<file path="src/rtl/rf_write_arbiter_if.sv">
// Bus bundle between the two register-file writers (A = ALU writeback, B = load unit)
// and rf_write_arbiter, plus the registered register-file write port and busy flag.
interface rf_write_arbiter_if #(
    parameter int DATA_W = 32
);
    // Handshake: a write transfers on a rising edge where valid && ready. The requester
    // holds valid, reg and data stable until that edge, and valid never waits on ready.
    logic              a_valid;
    logic [4:0]        a_reg;
    logic [DATA_W-1:0] a_data;
    logic              a_ready;

    logic              b_valid;
    logic [4:0]        b_reg;
    logic [DATA_W-1:0] b_data;
    logic              b_ready;

    logic              rf_reg_write;
    logic [4:0]        rf_write_reg;
    logic [DATA_W-1:0] rf_write_data;
    logic              busy;

    modport master (
        output a_valid, a_reg, a_data, b_valid, b_reg, b_data,
        input  a_ready, b_ready, rf_reg_write, rf_write_reg, rf_write_data, busy
    );

    modport slave (
        input  a_valid, a_reg, a_data, b_valid, b_reg, b_data,
        output a_ready, b_ready, rf_reg_write, rf_write_reg, rf_write_data, busy
    );
endinterface

</file>
<file path="src/rtl/rf_write_arbiter.sv">
// Round-robin arbiter for the register file's single write port, dropping x0 writes.
// Define RF_WRITE_ARB_CLEAR_EN to zero-fill all registers after every reset.
module rf_write_arbiter #(
    parameter int NUM_REGS = 32,
    parameter int DATA_W   = 32
) (
    input logic               clk,
    input logic               reset,
    rf_write_arbiter_if.slave bus
);
    logic              run;
    logic              last_b;
    logic              grant_a;
    logic              grant_b;
    logic [4:0]        win_reg;
    logic [DATA_W-1:0] win_data;

`ifdef RF_WRITE_ARB_CLEAR_EN
    localparam logic [4:0] LAST_IDX = 5'(NUM_REGS - 1);

    typedef enum logic {
        CLEAR = 1'b0,
        RUN   = 1'b1
    } state_t;

    state_t     state;
    logic [4:0] clr_idx;

    assign run = (state == RUN);
`else
    assign run = 1'b1;
`endif

    // On a tie the side that did not win the last accepted handshake goes next.
    assign grant_a = reset & run & bus.a_valid & (~bus.b_valid | last_b);
    assign grant_b = reset & run & bus.b_valid & (~bus.a_valid | ~last_b);

    assign win_reg  = grant_b ? bus.b_reg  : bus.a_reg;
    assign win_data = grant_b ? bus.b_data : bus.a_data;

    assign bus.a_ready = grant_a;
    assign bus.b_ready = grant_b;
    assign bus.busy    = ~run;

    always_ff @(posedge clk or negedge reset) begin
        if (!reset) begin
            bus.rf_reg_write  <= 1'b0;
            bus.rf_write_reg  <= 5'd0;
            bus.rf_write_data <= '0;
            last_b            <= 1'b1;
`ifdef RF_WRITE_ARB_CLEAR_EN
            state             <= CLEAR;
            clr_idx           <= 5'd0;
`endif
        end else begin
`ifdef RF_WRITE_ARB_CLEAR_EN
            if (state == CLEAR) begin
                // Clear writes include index 0 so the whole array is known-zero.
                bus.rf_reg_write  <= 1'b1;
                bus.rf_write_reg  <= clr_idx;
                bus.rf_write_data <= '0;
                clr_idx           <= clr_idx + 5'd1;
                if (clr_idx == LAST_IDX) begin
                    state <= RUN;
                end
            end else
`endif
            if (grant_a | grant_b) begin
                bus.rf_reg_write  <= (win_reg != 5'd0);
                bus.rf_write_reg  <= win_reg;
                bus.rf_write_data <= win_data;
                last_b            <= grant_b;
            end else begin
                bus.rf_reg_write <= 1'b0;
            end
        end
    end
endmodule
</file>
<file path="src/flat_wrapper.sv">
// flat-port wrapper written by rule: the top's interface ports become plain ports
module rf_write_arbiter_flat 
#(
    parameter int NUM_REGS = 32,
    parameter int DATA_W   = 32
)
  (clk, reset, bus_a_valid, bus_a_reg, bus_a_data, bus_b_valid, bus_b_reg, bus_b_data, bus_a_ready, bus_b_ready, bus_rf_reg_write, bus_rf_write_reg, bus_rf_write_data, bus_busy);
  rf_write_arbiter_if #(.DATA_W(DATA_W)) bus_i ();
  input logic clk;
  input logic reset;
  input wire logic [$bits(bus_i.a_valid)-1:0] bus_a_valid;
  input wire logic [$bits(bus_i.a_reg)-1:0] bus_a_reg;
  input wire logic [$bits(bus_i.a_data)-1:0] bus_a_data;
  input wire logic [$bits(bus_i.b_valid)-1:0] bus_b_valid;
  input wire logic [$bits(bus_i.b_reg)-1:0] bus_b_reg;
  input wire logic [$bits(bus_i.b_data)-1:0] bus_b_data;
  output wire logic [$bits(bus_i.a_ready)-1:0] bus_a_ready;
  output wire logic [$bits(bus_i.b_ready)-1:0] bus_b_ready;
  output wire logic [$bits(bus_i.rf_reg_write)-1:0] bus_rf_reg_write;
  output wire logic [$bits(bus_i.rf_write_reg)-1:0] bus_rf_write_reg;
  output wire logic [$bits(bus_i.rf_write_data)-1:0] bus_rf_write_data;
  output wire logic [$bits(bus_i.busy)-1:0] bus_busy;
  assign bus_i.a_valid = bus_a_valid;
  assign bus_i.a_reg = bus_a_reg;
  assign bus_i.a_data = bus_a_data;
  assign bus_i.b_valid = bus_b_valid;
  assign bus_i.b_reg = bus_b_reg;
  assign bus_i.b_data = bus_b_data;
  assign bus_a_ready = bus_i.a_ready;
  assign bus_b_ready = bus_i.b_ready;
  assign bus_rf_reg_write = bus_i.rf_reg_write;
  assign bus_rf_write_reg = bus_i.rf_write_reg;
  assign bus_rf_write_data = bus_i.rf_write_data;
  assign bus_busy = bus_i.busy;
  rf_write_arbiter #(.NUM_REGS(NUM_REGS), .DATA_W(DATA_W)) u_core (.clk(clk), .reset(reset), .bus(bus_i));
endmodule
</file>
<file path="config.mk">
export PLATFORM = sky130hd
export DESIGN_NAME = rf_write_arbiter_flat
export DESIGN_NICKNAME = d
export VERILOG_FILES = /design/src/rtl/rf_write_arbiter_if.sv /design/src/rtl/rf_write_arbiter.sv /design/src/flat_wrapper.sv
export SDC_FILE = /design/constraint.sdc
export NUM_CORES = 1
export LEC_CHECK = 0
export ABC_AREA = 1
export CAP_MARGIN = 0
export CORE_AREA = 5 5 81 83
export DETAILED_ROUTE_END_ITERATION = 8
export DIE_AREA = 0 0 86 88
export PLACE_DENSITY = 0.76
export SYNTH_ARGS = -nofsm -noshare
export SYNTH_HDL_FRONTEND = slang
export SYNTH_SLANG_ARGS = --single-unit
export TNS_END_PERCENT = 1
</file>
<file path="constraint.sdc">
create_clock -name clk -period 1.3 [get_ports clk]
set_input_delay 0.26 -clock clk [delete_from_list [all_inputs] [get_ports clk]]
set_output_delay 0.26 -clock clk [all_outputs]
set_load 0.005 [all_outputs]
</file>
After elaboration in Yosys (flattened, before gate mapping)

Cells that the tools add are included.

Flip-flop bits (word level): 39
Word-level logic and storage cells: 18
Output and inout port bits: 41

Muxes and demuxes: 3
Reduce and logical (&&, ||, !) cells: 1
Bitwise gates (word level): 10

Operators by type and width:

| cell               | number |
|---|---|
| $mux W32           | 1 |
| $mux W5            | 1 |
| $reduce_bool A5 Y1 | 1 |
| $and A1 B1 Y1      | 4 |
| $not A1 Y1         | 3 |
| $or A1 B1 Y1       | 3 |
| $mux W1            | 1 |

Depth between registers and ports, before layout

Gate-level depths: netlist (run 1).

Depth in word-level cells: 6
Depth in mapped cells: 9
Depth with buffers taken out: 8

Least setup slack after synthesis (run 1)

OpenSTA, ideal clock, no wires.

Path kind: flip-flop to flip-flop
Start: reg u_core.last_b
End: reg u_core.bus.rf_reg_write
Clock period less this slack: 1242 ps
Cell stages (with the launch flop): 9
Buffers on the path: 1
Setup slack: 58 ps
Arrival: 1111 ps
Required time: 1169 ps
Cells stage by stage: dfstp_2 -> nand2_2 -> nand2_4 -> buf_6 -> nand2_1 -> o21ai_2 -> nand2_1 -> nor2_1 -> nor2_1

Word-level cells in the longest chain between the ends: 6
Elaborated cells between the ends (all ways): 9
Classes of those cells: 2 x mux; 6 x bitwise; 1 x reduce/logical

RTL lines:

| item                   | RTL line                  | RTL |
|---|---|---|
| start, declared        | rf_write_arbiter.sv:12    | `logic last_b;` |
| start signal, assigned | rf_write_arbiter.sv:72    | `last_b <= grant_b;` |
| $not A1 Y1             | rf_write_arbiter.sv:36    | `assign grant_b = reset & run & bus.b_valid & (~bus.a_valid \| ~last_b);` |
| $or A1 B1 Y1           | rf_write_arbiter.sv:36    |  |
| $and A1 B1 Y1          | rf_write_arbiter.sv:36    |  |
| $mux W5                | rf_write_arbiter.sv:38    | `assign win_reg = grant_b ? bus.b_reg : bus.a_reg;` |
| $reduce_bool A5 Y1     | rf_write_arbiter.sv:69    | `bus.rf_reg_write <= (win_reg != 5'd0);` |
| $mux W1 *              | rf_write_arbiter.sv:68    | `if (grant_a \| grant_b) begin` |
| end signal, assigned   | rf_write_arbiter.sv:69    |  |
| end, declared          | rf_write_arbiter_if.sv:30 | `output a_ready, b_ready, rf_reg_write, rf_write_reg, rf_write_data, busy` |

Mark *: on every way between the ends. The rest lies on a longest branch, timed or not.
A chain may end at the register's enable or synchronous reset.

Worst setup path in the final report (run 1)

Start: reg u_core.last_b
End: out bus_b_ready

Word-level cells in the longest chain between the ends: 3

RTL lines:

| item          | RTL line               | RTL |
|---|---|---|
| $not A1 Y1    | rf_write_arbiter.sv:36 |  |
| $or A1 B1 Y1  | rf_write_arbiter.sv:36 |  |
| $and A1 B1 Y1 | rf_write_arbiter.sv:36 |  |
| end, declared | flat_wrapper.sv:18     | `output wire logic [$bits(bus_i.b_ready)-1:0] bus_b_ready;` |

Every way passes these cells.

==> results of run 1 <==
## cell type report
type                       instances  area [µm²]
clock buffer                       6       82.58
timing repair buffer             135        1325
multi-input combinational        163       767.0
inverter                          11       46.29
fill                             573        2484
tap                               75       93.84
clock inverter                     1       5.005
sequential                        39       977.2
## worst reg2reg max path, delay by kind of cell, from the launching register on
family / cells / cell delay (ps)
buffers and inverters: 3 / 390
AND/OR/NAND/NOR: 3 / 210
flip-flops: 1 / 560
AO/OA/AOI/OAI: 1 / 100
## metal layers
| layer | routed length, µm | vias up |
|---|---|---|
| li1 | - | 993 |
| met1 | 2104 | 852 |
| met2 | 2950 | 72 |
| met3 | 536 | 7 |
| met4 | 64 | 0 |
| met5 | 0 | - |
## metrics by stage
step	instance area, µm²	cells
after global placement	3139	419
after CTS	3214	427
after detailed placement	3139	419
final	3297	430
after global routing	3297	430
after floorplan	1856	229
## worst max path at each step
stage | startpoint | end | slack, ps
finish | u_core.last_b | bus_b_ready | -120
global route | u_core.last_b | bus_b_ready | -170
CTS | u_core.last_b | bus_b_ready | -100
detailed placement | bus_a_valid | u_core.bus.rf_write_data[19] | -540
global placement | bus_b_valid | bus_b_ready | -480
floorplan | u_core.last_b | u_core.bus.rf_reg_write | 60
## cell usage after synthesis
cell	instances	area, µm²
dfrtp_1	38	950.9
o21ai_2	2	17.52
nand3b_1	1	7.510
buf_2	6	30.03
a31oi_1	32	200.2
nand3_1	3	15.01
buf_4	7	52.55
buf_6	2	22.52
clkbuf_1	1	3.750
nor2_1	34	127.6
dfstp_2	1	26.28
inv_2	2	7.510
o21ai_1	4	20.02
nand2_2	1	6.260
a21oi_1	1	5.000
o21ai_0	2	10.01
nand2_4	1	11.26
conb_1	1	3.750
inv_1	9	33.78
nand2_1	81	304.0
## cells by family (layout without fill, tap and decap cells)
kind of cell    Yosys count  in the layout
compound gates           41             41
flops                    39             39
simple gates            121            121
buf+inv                  27            153
other cells               1              1
## layout by cell type (no fill, tap or decap), drive strengths merged
master,count
nand2,83
clkdlybuf4s50,74
dlygate4sd2,39
dfrtp,38
nor2,34
a31oi,32
buf,19
inv,11
o21ai,8
clkbuf,7
nand3,3
a21oi,1
nand3b,1
conb,1
clkinv,1
dlygate4sd3,1
dlymetal6s2s,1
dfstp,1
## power by group through the flow
stage,clock network [mW],registers (mW),logic (mW)
after floorplan,0,1.52,0.335
after global placement,0,1.50,1.06
after detailed placement,0,1.51,1.07
after CTS,0.855,1.48,0.966
after global routing,0.901,1.51,1.09
final,0.822,1.48,0.984
## timing repair
action | CTS | global route
resized for setup | 56 | 11
pin swaps | 9 | 23
endpoints found under the setup margin | 79 | 38
buffers inserted | 0 | 2
hold endpoints to repair | 14 | 0
hold buffers | 1 | 0
cloned | 0 | 1
==> results.ini, run 1 <==
[outcome]
status=complete, but fails checks
violations=setup timing

[pwr]
switching_share=0.2736
power.leakage_nw=1.503
pwr-share-seq=0.450
powerDensity_nw_per_um2=996.9
p_sw_mw=0.8992
power.share.clock=0.250
p_int_mw=2.388
ir_drop_mv=0.5529
power_mw=3.287
p_comb_frac=0.300

[timing]
timing.final.ws_setup_ps=-120.4
hold_violations=0
worst_hold_slack_ps=8.384
post-route-period-util=1.093
drv_slew=0
final.setup.tns_ps=-292.2
finClkSkew_ps=5.279
max_freq_ghz=0.7040
finalCriticalPeriod_ps=1420
setup_violations=7
rsz0062_at_grt=yes

[global_route]
grt_max_degree=33
grt_use_met1=0.1487
grt_pass1_wl_mm=8.700
met3_usage=0.06209
grt_use_met2=0.2705
antenna_found_initial=0
track_usage=0.1460
grt_pass1_vias=1901
overflow=0
top_usage_layer=met2

[yosys]
synth_compound_area_frac=0.1362
ys_seq_area_frac=0.5266
synthesis.area_um2=1856
synthAdderAreaFrac=0
synth-simple-area-share=0.2542
muxShareOfSynthArea=0
yosys_warnings=0
syn_area_per_cell_um2=8.103
synth-seq-cells=39
synthXorXnorAreaFrac=0
synth_top_family_by_area=simple AND/OR/NAND/NOR gates
synth_cells=229
synth_nets=307
synthDistinctLibCells=20

[setup_path]
cp.depth=4
cp_top_family=flip-flops
worstReg2RegStart=u_core.last_b
endpoint_kind=output pin
rr_worst_depth=7
slowest_delay_ps=560
cp-start-kind=flop
cp_data_required_time_ps=1040
crit_slowest_cell=dfstp_2
cp_data_arrival_time_ps=1160
path_buf_inv=2
path_cells=nand2_4 > nand2_8 > inv_6 > buf_6
r2r_setup_slack_ps=-40
cp_max_fo=3
path_class=flop to output pin
r2r_end=u_core.bus.rf_write_reg[3]

[clock_tree]
clockRootBuffer=clkbuf_8
numCtsBuffers=5
cts.sinks=39
clk_pin_slew_ps=80
htree_levels=2
cts_tree=built
clock_latency_ps=290
clockBufferDepth=2

[layout]
final_nets=433
utilization=0.5703
area_growth_pct=77.68
largest_reg_flops=32
num_antenna_cells=0
drive_gt1_frac=0.1155

[floorplan]
dieArea_um2=7568
rows=28
core-area_um2=5781
die_h_um=88
initial_utilization=0.3210
die_w_um=86
io_pins=119

[run]
cap_violations=0

[drt]
wire_per_inst_um=13.15
postRouteWirelength_mm=5.656
ant_nets=0
via_per_inst=4.474
vias=1924
drc=0
drtIter0Drc=52
first_pass_iters=4

[placed_design]
gp_congestion=0.8108
port-buffer-count=117
hpwl_mm=4.317
pre_cts_ws_ps=-538.0

[worst_hold_path]
hold_class=primary input to asynchronous set/reset pin

(Power assumes the default switching activity.)
==> run 2: changes to the inputs <==
GPL_TIMING_DRIVEN = 0   (was unset)
==> results.ini, run 2 (same netlist as run 1, synthesis figures left out) <==
[outcome]
status=complete, but fails checks
violations=hold timing, setup timing

[placed_design]
placedInstanceArea_um2=3115  ; -0.76%
dp.cells=421  ; +0.48%
hpwl_mm=4.475  ; +3.7%
gp_congestion=0.7638  ; -5.8%
port-buffer-count=117  ; unchanged

[setup_path]
crit_path_end=bus_b_ready
cp-startpoint=u_core.last_b
crit_slowest_cell=dfstp_2
cp_data_required_time_ps=1040  ; about the same
r2r_end=u_core.bus.rf_reg_write
cp_data_arrival_time_ps=1230  ; +70 ps
slowest_delay_ps=560  ; about the same
rr_worst_depth=9  ; +2
endpoint_kind=output pin
cp_max_fo=2  ; -1
cp-start-kind=flop
worstReg2RegStart=u_core.last_b
path_cells=nand2_4 > nand2_4 > inv_4 > buf_6 > buf_6
r2r_setup_slack_ps=-140  ; -100 ps
path_class=flop to output pin

[drt]
vias=1990  ; +3.4%
drc=0  ; unchanged
postRouteWirelength_mm=5.889  ; +4.1%
ant_nets=0  ; unchanged
first_pass_iters=4  ; unchanged
via_per_inst=4.564  ; +2.0%
drtIter0Drc=47  ; -9.6%
wire_per_inst_um=13.51  ; +2.7%

[layout]
most-common-layout-cells=nand2_1 (79), clkdlybuf4s50_1 (75), dlygate4sd2_1 (38), dfrtp_1 (38), nor2_1 (34)
largest_reg_flops=32  ; unchanged
layout_commonest_cell=nand2_1
final_nets=438  ; +1.2%
stdcell_area_um2=3326  ; +0.87%
area_growth_pct=79.23
drive_gt1_frac=0.1136  ; -0.001920
fillers=552  ; -3.7%
finalNonFillerCells=436  ; +1.4%
num_antenna_cells=0  ; unchanged

[global_route]
overflow=0  ; unchanged
grt_pass1_wl_mm=9.535  ; +9.6%
track_usage=0.1604  ; +0.01441
antenna_found_initial=0  ; unchanged
grt_pass1_vias=1984  ; +4.4%
grt_max_degree=42  ; +27%

[pwr]
p_int_mw=2.463  ; +3.1%
powerDensity_nw_per_um2=1012  ; +1.5%
p_comb_frac=0.296  ; -0.004
pwr-share-seq=0.440  ; -0.010
power_mw=3.364  ; +2.4%
switching_share=0.2680  ; -0.005606
power.share.clock=0.264  ; +0.014
ir_drop_mv=0.5241  ; -5.2%
p_sw_mw=0.9015  ; +0.26%
power.leakage_nw=1.526  ; +1.6%

[timing]
timing.final.ws_setup_ps=-188.2  ; -67.81 ps
finalCriticalPeriod_ps=1488  ; +67.81 ps
finClkSkew_ps=2.675  ; -2.604 ps
setup_violations=14  ; +7
final.setup.tns_ps=-650.0  ; -357.8 ps
drv_slew=0  ; unchanged
max_freq_ghz=0.6719  ; -4.6%
post-route-period-util=1.145  ; +0.05216
rsz0062_at_grt=yes
hold_violations=38  ; +38
worst_hold_slack_ps=-124.4  ; -132.8 ps

[worst_hold_path]
hold_class=primary input to asynchronous set/reset pin

[floorplan]
die_w_um=86  ; unchanged
initial_utilization=0.3210  ; unchanged
io_pins=119  ; unchanged
die_h_um=88  ; unchanged
core-area_um2=5781  ; unchanged
dieArea_um2=7568  ; unchanged
rows=28  ; unchanged

[clock_tree]
clk_pin_slew_ps=70  ; about the same
cts.sinks=39  ; unchanged
cts_tree=built
clockRootBuffer=clkbuf_8
numCtsBuffers=5  ; unchanged
clockBufferDepth=2  ; unchanged
clock_latency_ps=290  ; about the same
htree_levels=2  ; unchanged

[run]
cap_violations=0  ; unchanged

-- run 2: cell types whose count changed in the layout (fill, tap and decap cells not counted), moves of 2 or more --
cell | before | now
buf_12 | 4 | 1
buf_6 | 2 | 7
buf_8 | 0 | 4
clkbuf_1 | 0 | 2
clkbuf_8 | 6 | 8
o21ai_2 | 3 | 1
-- run 2: worst max-delay path: cells and delay by family, from the launching register on --
kind / cells / cell delay, ps
DFF: 1 / 560
buffers and inverters: 3 / 250
and+or+nand+nor: 2 / 140
-- run 2: how the worst min path moves through the flow --
stage / end / cells after the start
after global routing: u_core.bus.rf_write_data[20] / 1
after CTS: u_core.bus.rf_write_data[10] / 1
final: u_core.bus.rf_write_data[10] / 1
after global placement: u_core.bus.rf_write_reg[2] / 2
after floorplan: u_core.bus.rf_reg_write / 0
after detailed placement: u_core.bus.rf_write_data[10] / 1
-- run 2: power by group through the flow --
stage               clock network, mW  registers (mW)  logic, mW
floorplan                           0            1.52      0.335
global placement                    0            1.50       1.05
detailed placement                  0            1.51       1.07
CTS                             0.920            1.48       1.00
global route                    0.983            1.50       1.10
finish                          0.888            1.48      0.997
-- run 2: routing by layer --
metal	global-route usage	share of wire
met3	0.04986	0.083
met1	0.1888	0.40
met4	0.04460	0.010
met5	0	0
met2	0.2824	0.51
-- run 2: area by class of cell --
type / instances / area, µm² / area share
flip-flops and latches: 39 / 977.2 / 0.2938
multi-input cells: 163 / 750.7 / 0.2257
clock buffers: 8 / 100.1 / 0.03010
well taps: 75 / 93.84 / 0.02822
repair buffers: 124 / 1182 / 0.3555
plain buffers: 16 / 177.7 / 0.05342
inverters: 11 / 43.79 / 0.01317
-- run 2: metrics by stage --
step	setup WS (ps)	util
3_5_place_dp	-1216	0.5390
5_1_grt	-238.1	0.5753
2_1_floorplan	58.10	-
6_report	-188.2	0.5753
4_1_cts	-194.7	0.5688
3_3_place_gp	-2339	0.5398
-- run 2: what timing repair did --
action	CTS	global route
setup endpoints to repair	79	41
endpoints found under the hold margin	38	38
gates resized for setup	70	8
buffers inserted	6	1
pin swaps	3	8
